<file path="config.mk">
export PLATFORM = sky130hd
export DESIGN_NAME = owr_master
export DESIGN_NICKNAME = d
export VERILOG_FILES = /design/src/rtl/owr_master.sv
export SDC_FILE = /design/constraint.sdc
export NUM_CORES = 1
export LEC_CHECK = 0
export ABC_AREA = 1
export CORE_MARGIN = 2
export CORE_UTILIZATION = 50
export CTS_BUF_LIST = sky130_fd_sc_hd__clkbuf_4 sky130_fd_sc_hd__clkbuf_8
export CTS_CLUSTER_SIZE = 28
export DETAILED_ROUTE_END_ITERATION = 10
export PLACE_DENSITY = 0.71
export SYNTH_ARGS = -nofsm -noshare
export SYNTH_HDL_FRONTEND = slang
export SYNTH_SLANG_ARGS = --single-unit
</file>
<file path="constraint.sdc">
create_clock -name clk -period 3.05 [get_ports clk]
set_input_delay 0.61 -clock clk [delete_from_list [all_inputs] [get_ports clk]]
set_output_delay 0.61 -clock clk [all_outputs]
set_load 0.03 [all_outputs]
</file>
<file path="src/rtl/owr_master.sv">
// Byte-level 1-Wire bus master: RESET/presence, WRITE-byte and READ-byte
// sequencing of one open-drain pin, with valid/ready command and response strobe.
//
// Ports:
//   clk, rst        system clock, synchronous active-high reset
//   cmd_valid/ready command handshake; cmd_op 00=RESET 01=WRITE 10=READ 11=illegal
//   cmd_data        byte to write, LSB first
//   rsp_valid       one-cycle completion strobe
//   rsp_data        bits sampled in the 8 slots, LSB first
//   rsp_presence    RESET result (1 = device answered)
//   rsp_err         illegal op
//   owr_out         1 = pull the line low, 0 = release
//   owr_in          raw line level (asynchronous)
module owr_master #(
    parameter int CLK_PER_US = 48
) (
    input  logic       clk,
    input  logic       rst,
    input  logic       cmd_valid,
    output logic       cmd_ready,
    input  logic [1:0] cmd_op,
    input  logic [7:0] cmd_data,
    output logic       rsp_valid,
    output logic [7:0] rsp_data,
    output logic       rsp_presence,
    output logic       rsp_err,
    output logic       owr_out,
    input  logic       owr_in
);

    localparam int RST_LEN  = 480 * CLK_PER_US;
    localparam int SLOT_LEN = 70 * CLK_PER_US;
    localparam int PRES_PT  = 70 * CLK_PER_US - 1;
    localparam int SAMP_PT  = 15 * CLK_PER_US - 1;
    localparam int W0_LEN   = 60 * CLK_PER_US;
    localparam int W1_LEN   = 6 * CLK_PER_US;
    localparam int CW       = $clog2(RST_LEN);

    localparam logic [2:0] S_IDLE    = 3'd0;
    localparam logic [2:0] S_RST_LOW = 3'd1;
    localparam logic [2:0] S_RST_REL = 3'd2;
    localparam logic [2:0] S_SLOT    = 3'd3;
    localparam logic [2:0] S_DONE    = 3'd4;

    logic [2:0]    state;
    logic [2:0]    state_n;
    logic [CW-1:0] cnt;
    logic [CW-1:0] cnt_n;
    logic [2:0]    idx;
    logic [2:0]    idx_n;
    logic [1:0]    op;
    logic [1:0]    op_n;
    logic [7:0]    data;
    logic [7:0]    data_n;
    logic [7:0]    shift;
    logic          sync1;
    logic          owr_s;
    logic          presence_reg;
    logic          accept;
    logic          long_low;
    logic          owr_n;

    assign cmd_ready = !rst && (state == S_IDLE || state == S_DONE);
    assign accept    = cmd_valid && cmd_ready;
    assign rsp_valid = (state == S_DONE);

    always_comb begin
        state_n = state;
        cnt_n   = cnt + CW'(1);
        idx_n   = idx;
        case (state)
            S_IDLE, S_DONE: begin
                state_n = S_IDLE;
                cnt_n   = '0;
                idx_n   = '0;
                if (accept) begin
                    case (cmd_op)
                        2'b00:   state_n = S_RST_LOW;
                        2'b01:   state_n = S_SLOT;
                        2'b10:   state_n = S_SLOT;
                        default: state_n = S_DONE;
                    endcase
                end
            end
            S_RST_LOW: begin
                if (cnt == CW'(RST_LEN - 1)) begin
                    state_n = S_RST_REL;
                    cnt_n   = '0;
                end
            end
            S_RST_REL: begin
                if (cnt == CW'(RST_LEN - 1)) begin
                    state_n = S_DONE;
                    cnt_n   = '0;
                end
            end
            S_SLOT: begin
                if (cnt == CW'(SLOT_LEN - 1)) begin
                    cnt_n = '0;
                    if (idx == 3'd7) state_n = S_DONE;
                    else             idx_n   = idx + 3'd1;
                end
            end
            default: begin
                state_n = S_IDLE;
                cnt_n   = '0;
                idx_n   = '0;
            end
        endcase
    end

    // owr_out is registered, so its next value is derived from the
    // next-cycle state, counter and (possibly just latched) command.
    always_comb begin
        op_n     = accept ? cmd_op : op;
        data_n   = accept ? cmd_data : data;
        long_low = (op_n == 2'b01) && !data_n[idx_n];
        owr_n    = 1'b0;
        if (state_n == S_RST_LOW) begin
            owr_n = 1'b1;
        end else if (state_n == S_SLOT) begin
            owr_n = long_low ? (cnt_n < CW'(W0_LEN))
                             : (cnt_n < CW'(W1_LEN));
        end
    end

    always_ff @(posedge clk) begin
        if (rst) begin
            state        <= S_IDLE;
            cnt          <= '0;
            idx          <= '0;
            op           <= '0;
            data         <= '0;
            shift        <= '0;
            sync1        <= 1'b1;
            owr_s        <= 1'b1;
            presence_reg <= 1'b0;
            owr_out      <= 1'b0;
            rsp_data     <= '0;
            rsp_presence <= 1'b0;
            rsp_err      <= 1'b0;
        end else begin
            sync1   <= owr_in;
            owr_s   <= sync1;
            state   <= state_n;
            cnt     <= cnt_n;
            idx     <= idx_n;
            owr_out <= owr_n;
            if (accept) begin
                op    <= cmd_op;
                data  <= cmd_data;
                shift <= '0;
            end
            if (state == S_SLOT && cnt == CW'(SAMP_PT))
                shift[idx] <= owr_s;
            if (state == S_RST_REL && cnt == CW'(PRES_PT))
                presence_reg <= ~owr_s;
            if (state == S_RST_REL && state_n == S_DONE) begin
                rsp_data     <= '0;
                rsp_presence <= presence_reg;
                rsp_err      <= 1'b0;
            end
            if (state == S_SLOT && state_n == S_DONE) begin
                rsp_data     <= shift;
                rsp_presence <= 1'b0;
                rsp_err      <= 1'b0;
            end
            if (accept && cmd_op == 2'b11) begin
                rsp_data     <= '0;
                rsp_presence <= 1'b0;
                rsp_err      <= 1'b1;
            end
        end
    end

endmodule

</file>
==> results.md <==
- Status: complete, no violations
- Via count: 2,408
- Max Cap Violations: 0
- First-pass GRT wire length: 9.977 mm
- Pre-CTS WS: 0.2629 ns
- Multiplexer share of the synthesized area: 0.3751%
- Setup ws final: 0.5614 ns
- Clk_skew: 0.01351 ns
- Critical Path RT: 3.31 ns
- Hold depth: 1
- Worst path max stage delay: 0.49 ns
- Reg2reg end: owr_out
- Main combinational cell family by area after synthesis: simple AND/OR/NAND/NOR gates
- Relative slew margins: 55.92%
- Max VDD drop: 0.0003354 V
- Register bit total from synthesis: 53
- CTS Buf Count: 5
- Netlist cell types: 37
- Clock sinks: 53
- Largest Register: cnt
- Post-CTS sizing: 0
- Synth Area in Compound Gates: 11.53%
- Post-CTS setup buffers: 0
- Largest net degree at the start of global routing: 32
- Die footprint: 5938 um2
- CTS clk-pin slew, worst paths: 0.10 ns
- Post-Route WL: 5.660 mm
- Fin util: 60.66%
- Startpoint type of the worst setup path: input pin
- Mapped Nets: 403
- Post-DR vias/cell: 4.955
- Synth Area in XOR/XNOR: 2.954%
- Synth Cell Area: 2669 um2
- Antenna violations before repair: 0
- H-Tree Depth: 2
- Syn Inst Count: 386
- Post-CTS Hold Fix Bufs: 0
- Syn_area_per_cell: 6.914 um2
- Class of the worst hold path: reg2reg
- Number of flops mapped to enable cells by yosys: 0
- Share of cells above drive strength 1: 10.34%
- Fillers: 513
- Grt ovf: 0
- Worst-margin pin slew: 0.6593 ns
- Worst min-delay path startpoint: sync1
- Drt drc: 0
- DR WL/cell: 11.65 um
- Site row count: 26
- DP Area: 3003 um2
- RSZ-0062 raised after global routing: false
- Crit end category: register
- Starting Density: 51.92%
- Min Clock Period, post-route: 2.489 ns
- Area Growth Syn to Fin: 16.83%
- Die height: 77.06 um
- Core area: 5140 um2
- Critical path type: in2reg
- Adder-cell share of the synthesized area: 1.406%
- Initial DRC count: 180
- Seq/Total Area, Yosys: 39.76%
- WHS Endpoint: owr_s
- Pins Over Slew Limit: 0
- Worst R2R Setup Slack: 0.90 ns
- Total power draw: 1.346 mW
- Total negative slack: 0 ns
- FMAX: 401.8 MHz
- Fin area: 3118 um2
- Worst-Skew Late Latency: 0.31 ns
- Top cells by area, synth: dfxtp_1, nand2_1, nor2_1
- Ports: 27
- # diodes: 0
- Critical path's top delay family: simple AND/OR/NAND/NOR gates
- Post-DP HPWL: 4.293 mm
- Fin nets: 432
- Chip width: 77.06 um
- Pre-antenna DRT Iters: 5
- Final Cycle Share: 81.59%
- Crit-path max FO: 20
- Fraction of registers with async set or reset after synthesis: 0%
- Ys Warns: 0
- Post-Synth Simple-Gate Area: 34.36%
- Count of buffers from port buffering: 26
- # setup viols final: 0
- Post-DRT Antenna Nets: 0
- Root Buffer: clkbuf_8
- Longest Clk Path Bufs: 2
- Slowest-stage cell, CP: nand3_1
- Top_reg_cell synth: dfxtp_1
- Gpl congestion: 0.8617
- Top cell type's share of synthesized area: 39.76%
- Critical path, cell by cell: clkdlybuf4s50_1 > inv_2 > nand3_1 > o21ai_0 > inv_1 > nand2_1 > nand3_1 > nand3b_1 > nand3_1 > nand2_1 > nand2_1 > a21oi_2
- Reg-to-reg startpoint: state[0]
- Vias in the first global route: 2,212
- TritonCTS clock tree: done
- Worst Path Arrival: 2.75 ns
- GRT Resource Usage Total: 20.52%
- Worst reg2reg path depth: 11
- Pwr dens: 431.8 nW/um2
- Max FFs per register: 15
- P_leak: 1.239 nW
- Final Hold Vio Count: 0
- CP Buf/Inv Count: 3
- Area leader, netlist: dfxtp_1
[logic make-up after synthesis]
| group | count (synthesis) |
|---|---|
| flops | 53 |
| xor+xnor | 9 |
| simple gates | 202 |
| compound gates | 51 |
| buf+inv | 67 |
| mux | 1 |
| fa+ha+maj | 3 |
[cell usage after synthesis (2+ instances only)]
cell type	instances
nor4_1	2
nand2_2	7
nand3_1	19
inv_1	52
a21oi_1	18
o311a_1	2
o21a_1	3
o21ai_0	15
a22oi_1	2
nor3_2	2
a311oi_1	2
nand3_2	4
nor3_1	7
nand2_1	74
inv_2	8
a211oi_1	5
ha_1	3
dfxtp_1	53
clkbuf_1	3
nor2_4	2
or2_2	2
xor2_1	8
nor2_1	68
nand3b_1	2
buf_2	3
nor2_2	4
nand4_1	6
[how the worst max path moves through the flow]
| stage | start | to | slack (ns) | cells past startpoint |
|---|---|---|---|---|
| 2_1_floorplan | cnt[0] | owr_out | 1.35 | 14 |
| 3_3_place_gp | rst | owr_out | 0.38 | 12 |
| 3_5_place_dp | rst | owr_out | 0.26 | 12 |
| 4_1_cts | rst | owr_out | 0.57 | 12 |
| 5_1_grt | rst | owr_out | 0.25 | 12 |
| 6_report | rst | owr_out | 0.56 | 12 |
[report_power, final]
| group | total, mW | switching [mW] | internal [mW] |
|---|---|---|---|
| clock network | 0.491 | 0.236 | 0.256 |
| registers | 0.715 | 0.00660 | 0.709 |
| logic | 0.140 | 0.0866 | 0.0530 |
| total | 1.35 | 0.329 | 1.02 |
[per-stage QoR]
stage	hold WS, ns	instances
6_report	0.4051	486
5_1_grt	0.4169	486
4_1_cts	0.4096	486
3_5_place_dp	0.3937	478
3_3_place_gp	0.3951	478
2_1_floorplan	0.3895	386
[cells in the final DEF (no fill, tap or decap), drive strengths merged, types with 3 or more instances in the layout]
master          n
nand2          82
a211oi          5
dfxtp          53
nor3            9
o21ai          16
o21a            3
clkdlybuf4s50  25
buf             3
inv            60
nand4           6
clkbuf          6
a21oi          19
nor2           74
nand3          23
ha              3
xor2            8
[area by class of cell]
type	count	area, um2	share of cell area, %
clock inverters	2	38.79	1.244
multi-input cells	266	1351	43.34
inverters	61	230.2	7.384
repair buffers	28	272.8	8.748
clock buffers	6	76.32	2.448
flip-flops and latches	53	1061	34.03
well taps	70	87.58	2.809
[per-layer routing]
metal / share of wire [%] / wire [um] / up-vias / GRT usage (%)
met3: 3.3 / 189 / 13 / 4.000
met2: 44 / 2513 / 45 / 32.63
li1: - / - / 1284 / -
met4: 1.9 / 106 / 0 / 7.679
met1: 50 / 2851 / 1066 / 27.65
met5: 0 / 0 / - / 0
Note: power is estimated with default switching activity, not from simulation.
==> edit 1: new RTL, same flow settings <==
The parameter `CLK_PER_US` goes from 48 to 24.
--- a/src/rtl/owr_master.sv
+++ b/src/rtl/owr_master.sv
@@ -13,5 +13,5 @@
 //   owr_in          raw line level (asynchronous)
 module owr_master #(
-    parameter int CLK_PER_US = 48
+    parameter int CLK_PER_US = 24
 ) (
     input  logic       clk,
Formal check against the unedited RTL: no difference found for any inputs over 10 cycles, from zero or initial values and one cycle with rst high; that may be too few to reach the edited logic, so the function may still have changed.
==> edit 1 against the unedited design <==
Sequential cell count down 1; final cell count up 1.0%; via count up 4.8%; sequential power down 2%; routed wire length up 1.6%; register-to-register slack better by 40 ps; final area up 1.1%; first-iteration DRC count down 0.56%; setup slack better by 240 ps; synthesized area up 2.7%; core utilization down 0.085 points; critical endpoint unchanged; power down 7.9%.
==> edit 1: results (changes against the unedited design) <==
.. list-table::
   :header-rows: 1

   * - Metric
     - Value
   * - Die width
     - 78.0 um (was 77.1 um)
   * - Estimated wirelength of the detail-placed design
     - 4360 um (was 4290 um)
   * - Final-layout fill cell count
     - 508 (was 513)
   * - Sequential fraction of total cell area
     - 33.0% (was 34.0%)
   * - Sequential area share after synthesis
     - 38.0% (was 39.8%)
   * - Sequential cell area
     - 1040 um2 (was 1060 um2)
   * - Max reg flops
     - 14 (was 15)
   * - 1st-iter DRT viols
     - 179 (was 180)
   * - Crit path max fanout
     - 22 (was 20)
   * - Data arrival time of the worst path
     - 2490 ps (was 2750 ps)
   * - Run status
     - complete, no violations (unchanged)
   * - Synth top cells by count
     - nand2_1, nor2_1, dfxtp_1, inv_1, nand3_1 (unchanged)
   * - Share of total power in the clock network
     - 31.8% (was 36.5%)
   * - Combinational cell fraction of total power
     - 11.5% (was 10.4%)
   * - Slew headroom
     - 56.7% (was 55.9%)
   * - Share of cells above drive strength 1
     - 11.6% (was 10.3%)
   * - Global routing usage summed across all routing layers
     - 20.6% (was 20.5%)
   * - Leak Pwr
     - 1.32 nW (was 1.24 nW)
   * - Cell with the largest stage delay on the worst path
     - clkdlybuf4s50_1 (was nand3_1)
   * - Mapped Nets
     - 410 (was 403)
   * - DP Cell Count
     - 483 (was 478)
   * - Detailed-route wire length
     - 5750 um (was 5660 um)
   * - Total placed instance area
     - 3060 um2 (was 3000 um2)
   * - Clock network contribution to total cell area
     - 2.94% (was 3.69%)
   * - Top post-synthesis cells by area
     - dfxtp_1, nand2_1, nor2_1 (unchanged)
   * - R2R Path Start
     - idx[1] (was state[0])
   * - Largest voltage drop on the vdd net
     - 0.000347 V (was 0.000335 V)
   * - Worst-case register-to-register setup slack
     - 940 ps (was 900 ps)
   * - Gpl congestion
     - 0.869 (was 0.862)
   * - Clock buffer instance count of the final layout
     - 5 (was 6)
==> edit 1: per-layer routing <==
layer / vias to the layer above / wire [um] / track usage [%] / share of wire (%)
li1: 1305 / - / - / -
met1: 1126 / 2780 / 27.4 / 48
met2: 82 / 2550 / 33.6 / 44
met3: 10 / 321 / 3.79 / 5.6
met4: 0 / 104 / 7.37 / 1.8
met5: - / 0 / 0 / 0
==> edit 1: cell families after synthesis <==
| group | Yosys count | synth area share (%) |
|---|---|---|
| AND/OR/NAND/NOR | 227 | 40.3 |
| buffers and inverters | 63 | 9.00 |
| flip-flops | 52 | 38.0 |
| AO/OA/AOI/OAI | 44 | 10.0 |
| XOR/XNOR | 3 | 0.959 |
| adder cells (fa/ha/maj) | 3 | 1.37 |
| multiplexers | 1 | 0.365 |
==> edit 1: path summary, 6_finish.rpt <==
check	cells past startpoint	end
min	1	owr_s
max	12	owr_out
max reg2reg	13	owr_out
min reg2reg	1	owr_s
==> edit 2: new RTL, same settings <==
Made on the original files. One comparison of `cnt` changes from == to >=.
--- a/src/rtl/owr_master.sv
+++ b/src/rtl/owr_master.sv
@@ -152,5 +152,5 @@
                 shift <= '0;
             end
-            if (state == S_SLOT && cnt == CW'(SAMP_PT))
+            if (state == S_SLOT && cnt >= CW'(SAMP_PT))
                 shift[idx] <= owr_s;
             if (state == S_RST_REL && cnt == CW'(PRES_PT))
Check against the original RTL: same outputs for any inputs over 10 cycles, from zero or initial values and one cycle with rst high; that may be too few to reach the edited logic, so the function may still have changed.
==> edit 2 against the unedited design <==
Setup slack got worse by 81 ps; critical path depth fell by 9; non-clock buffer count up 1; core utilization grew 0.30 points; final area increased by 1.1%; final cell count grew 0.21%; synthesized area grew 2.1%; maximum frequency fell by 3.1%; routed wire length down 1.4%; power decreased by 6.8%; clock power fell by 19%; clock skew decreased by 4.7 ps; sequential cell count did not move; critical endpoint is now cmd_ready.
==> edit 2: results (changes against the unedited design) <==
.. list-table::
   :header-rows: 1

   * - Metric
     - Value
   * - Power density relative to cell area
     - 398 nW/um2 (was 432 nW/um2)
   * - Largest voltage drop on the vdd net
     - 0.000285 V (was 0.000335 V)
   * - Amount of wire on met3 after detailed routing
     - 197 um (was 189 um)
   * - Actual slew at the worst max-slew pin
     - 504 ps (was 659 ps)
   * - Clock network contribution to total cell area
     - 2.90% (was 3.69%)
   * - Final layout net count
     - 433 (was 432)
   * - Routed metal-1 wirelength
     - 2740 um (was 2850 um)
   * - Cell with the largest stage delay on the worst path
     - clkdlybuf4s50_1 (was nand3_1)
   * - Count of flip-flops and latches
     - 53 (unchanged)
   * - Crit path max fanout
     - 5 (was 20)
   * - Distinct cell type count after synthesis
     - 39 (was 37)
   * - 1st-iter DRT viols
     - 133 (was 180)
   * - R2R Path Start
     - cnt[0] (was state[0])
   * - Avg WL per Cell
     - 11.5 um (was 11.6 um)
   * - Global routing usage summed across all routing layers
     - 19.1% (was 20.5%)
   * - Vias
     - 2465 (was 2408)
   * - Top post-synthesis cells by area
     - dfxtp_1, nand2_1, nor2_1 (unchanged)
   * - Setup crit end
     - cmd_ready (was owr_out)
   * - Share of cells above drive strength 1
     - 13.2% (was 10.3%)
   * - Worst Setup Slack post-DPL
     - 465 ps (was 263 ps)
   * - Fraction of standard cell area in multi-input logic
     - 46.1% (was 43.3%)
   * - Synthesized-area fraction occupied by ao, oa, aoi and oai cells
     - 11.4% (was 11.5%)
   * - Multi-input logic cell count
     - 280 (was 266)
   * - Run status
     - complete, no violations (unchanged)
   * - Area used by multi-input combinational logic
     - 1450 um2 (was 1350 um2)
   * - Portion of the layout cell area used by non-clock buffers
     - 8.97% (was 8.75%)
   * - Clock tree skew after final layout
     - 8.78 ps (was 13.5 ps)
==> edit 2: cell types whose count changed in the layout (fill, tap and decap cells not counted), moves of 3 or more <==
cell / unedited run / this run
nor3_1: 7 / 4
o311a_1: 2 / 6
nand3_1: 19 / 26
or2_2: 2 / 7
xor2_1: 8 / 5
nand2_1: 74 / 100
a211oi_1: 5 / 0
inv_1: 52 / 37
clkinvlp_4: 0 / 3
nor2_1: 68 / 48
==> edit 2: per-layer routing <==
layer,vias to the layer above,track usage (%)
met2,51,30.9
met4,0,8.04
met1,1091,24.8
met3,12,3.84
li1,1311,-
met5,-,0
==> edit 2: worst min-delay path by stage <==
stage,cells after the start,start,endpoint,slack (ps)
after floorplan,1,sync1,owr_s,390
after global placement,1,sync1,owr_s,390
after detailed placement,1,sync1,owr_s,400
after CTS,1,sync1,owr_s,420
after global routing,1,sync1,owr_s,440
final,1,sync1,owr_s,420
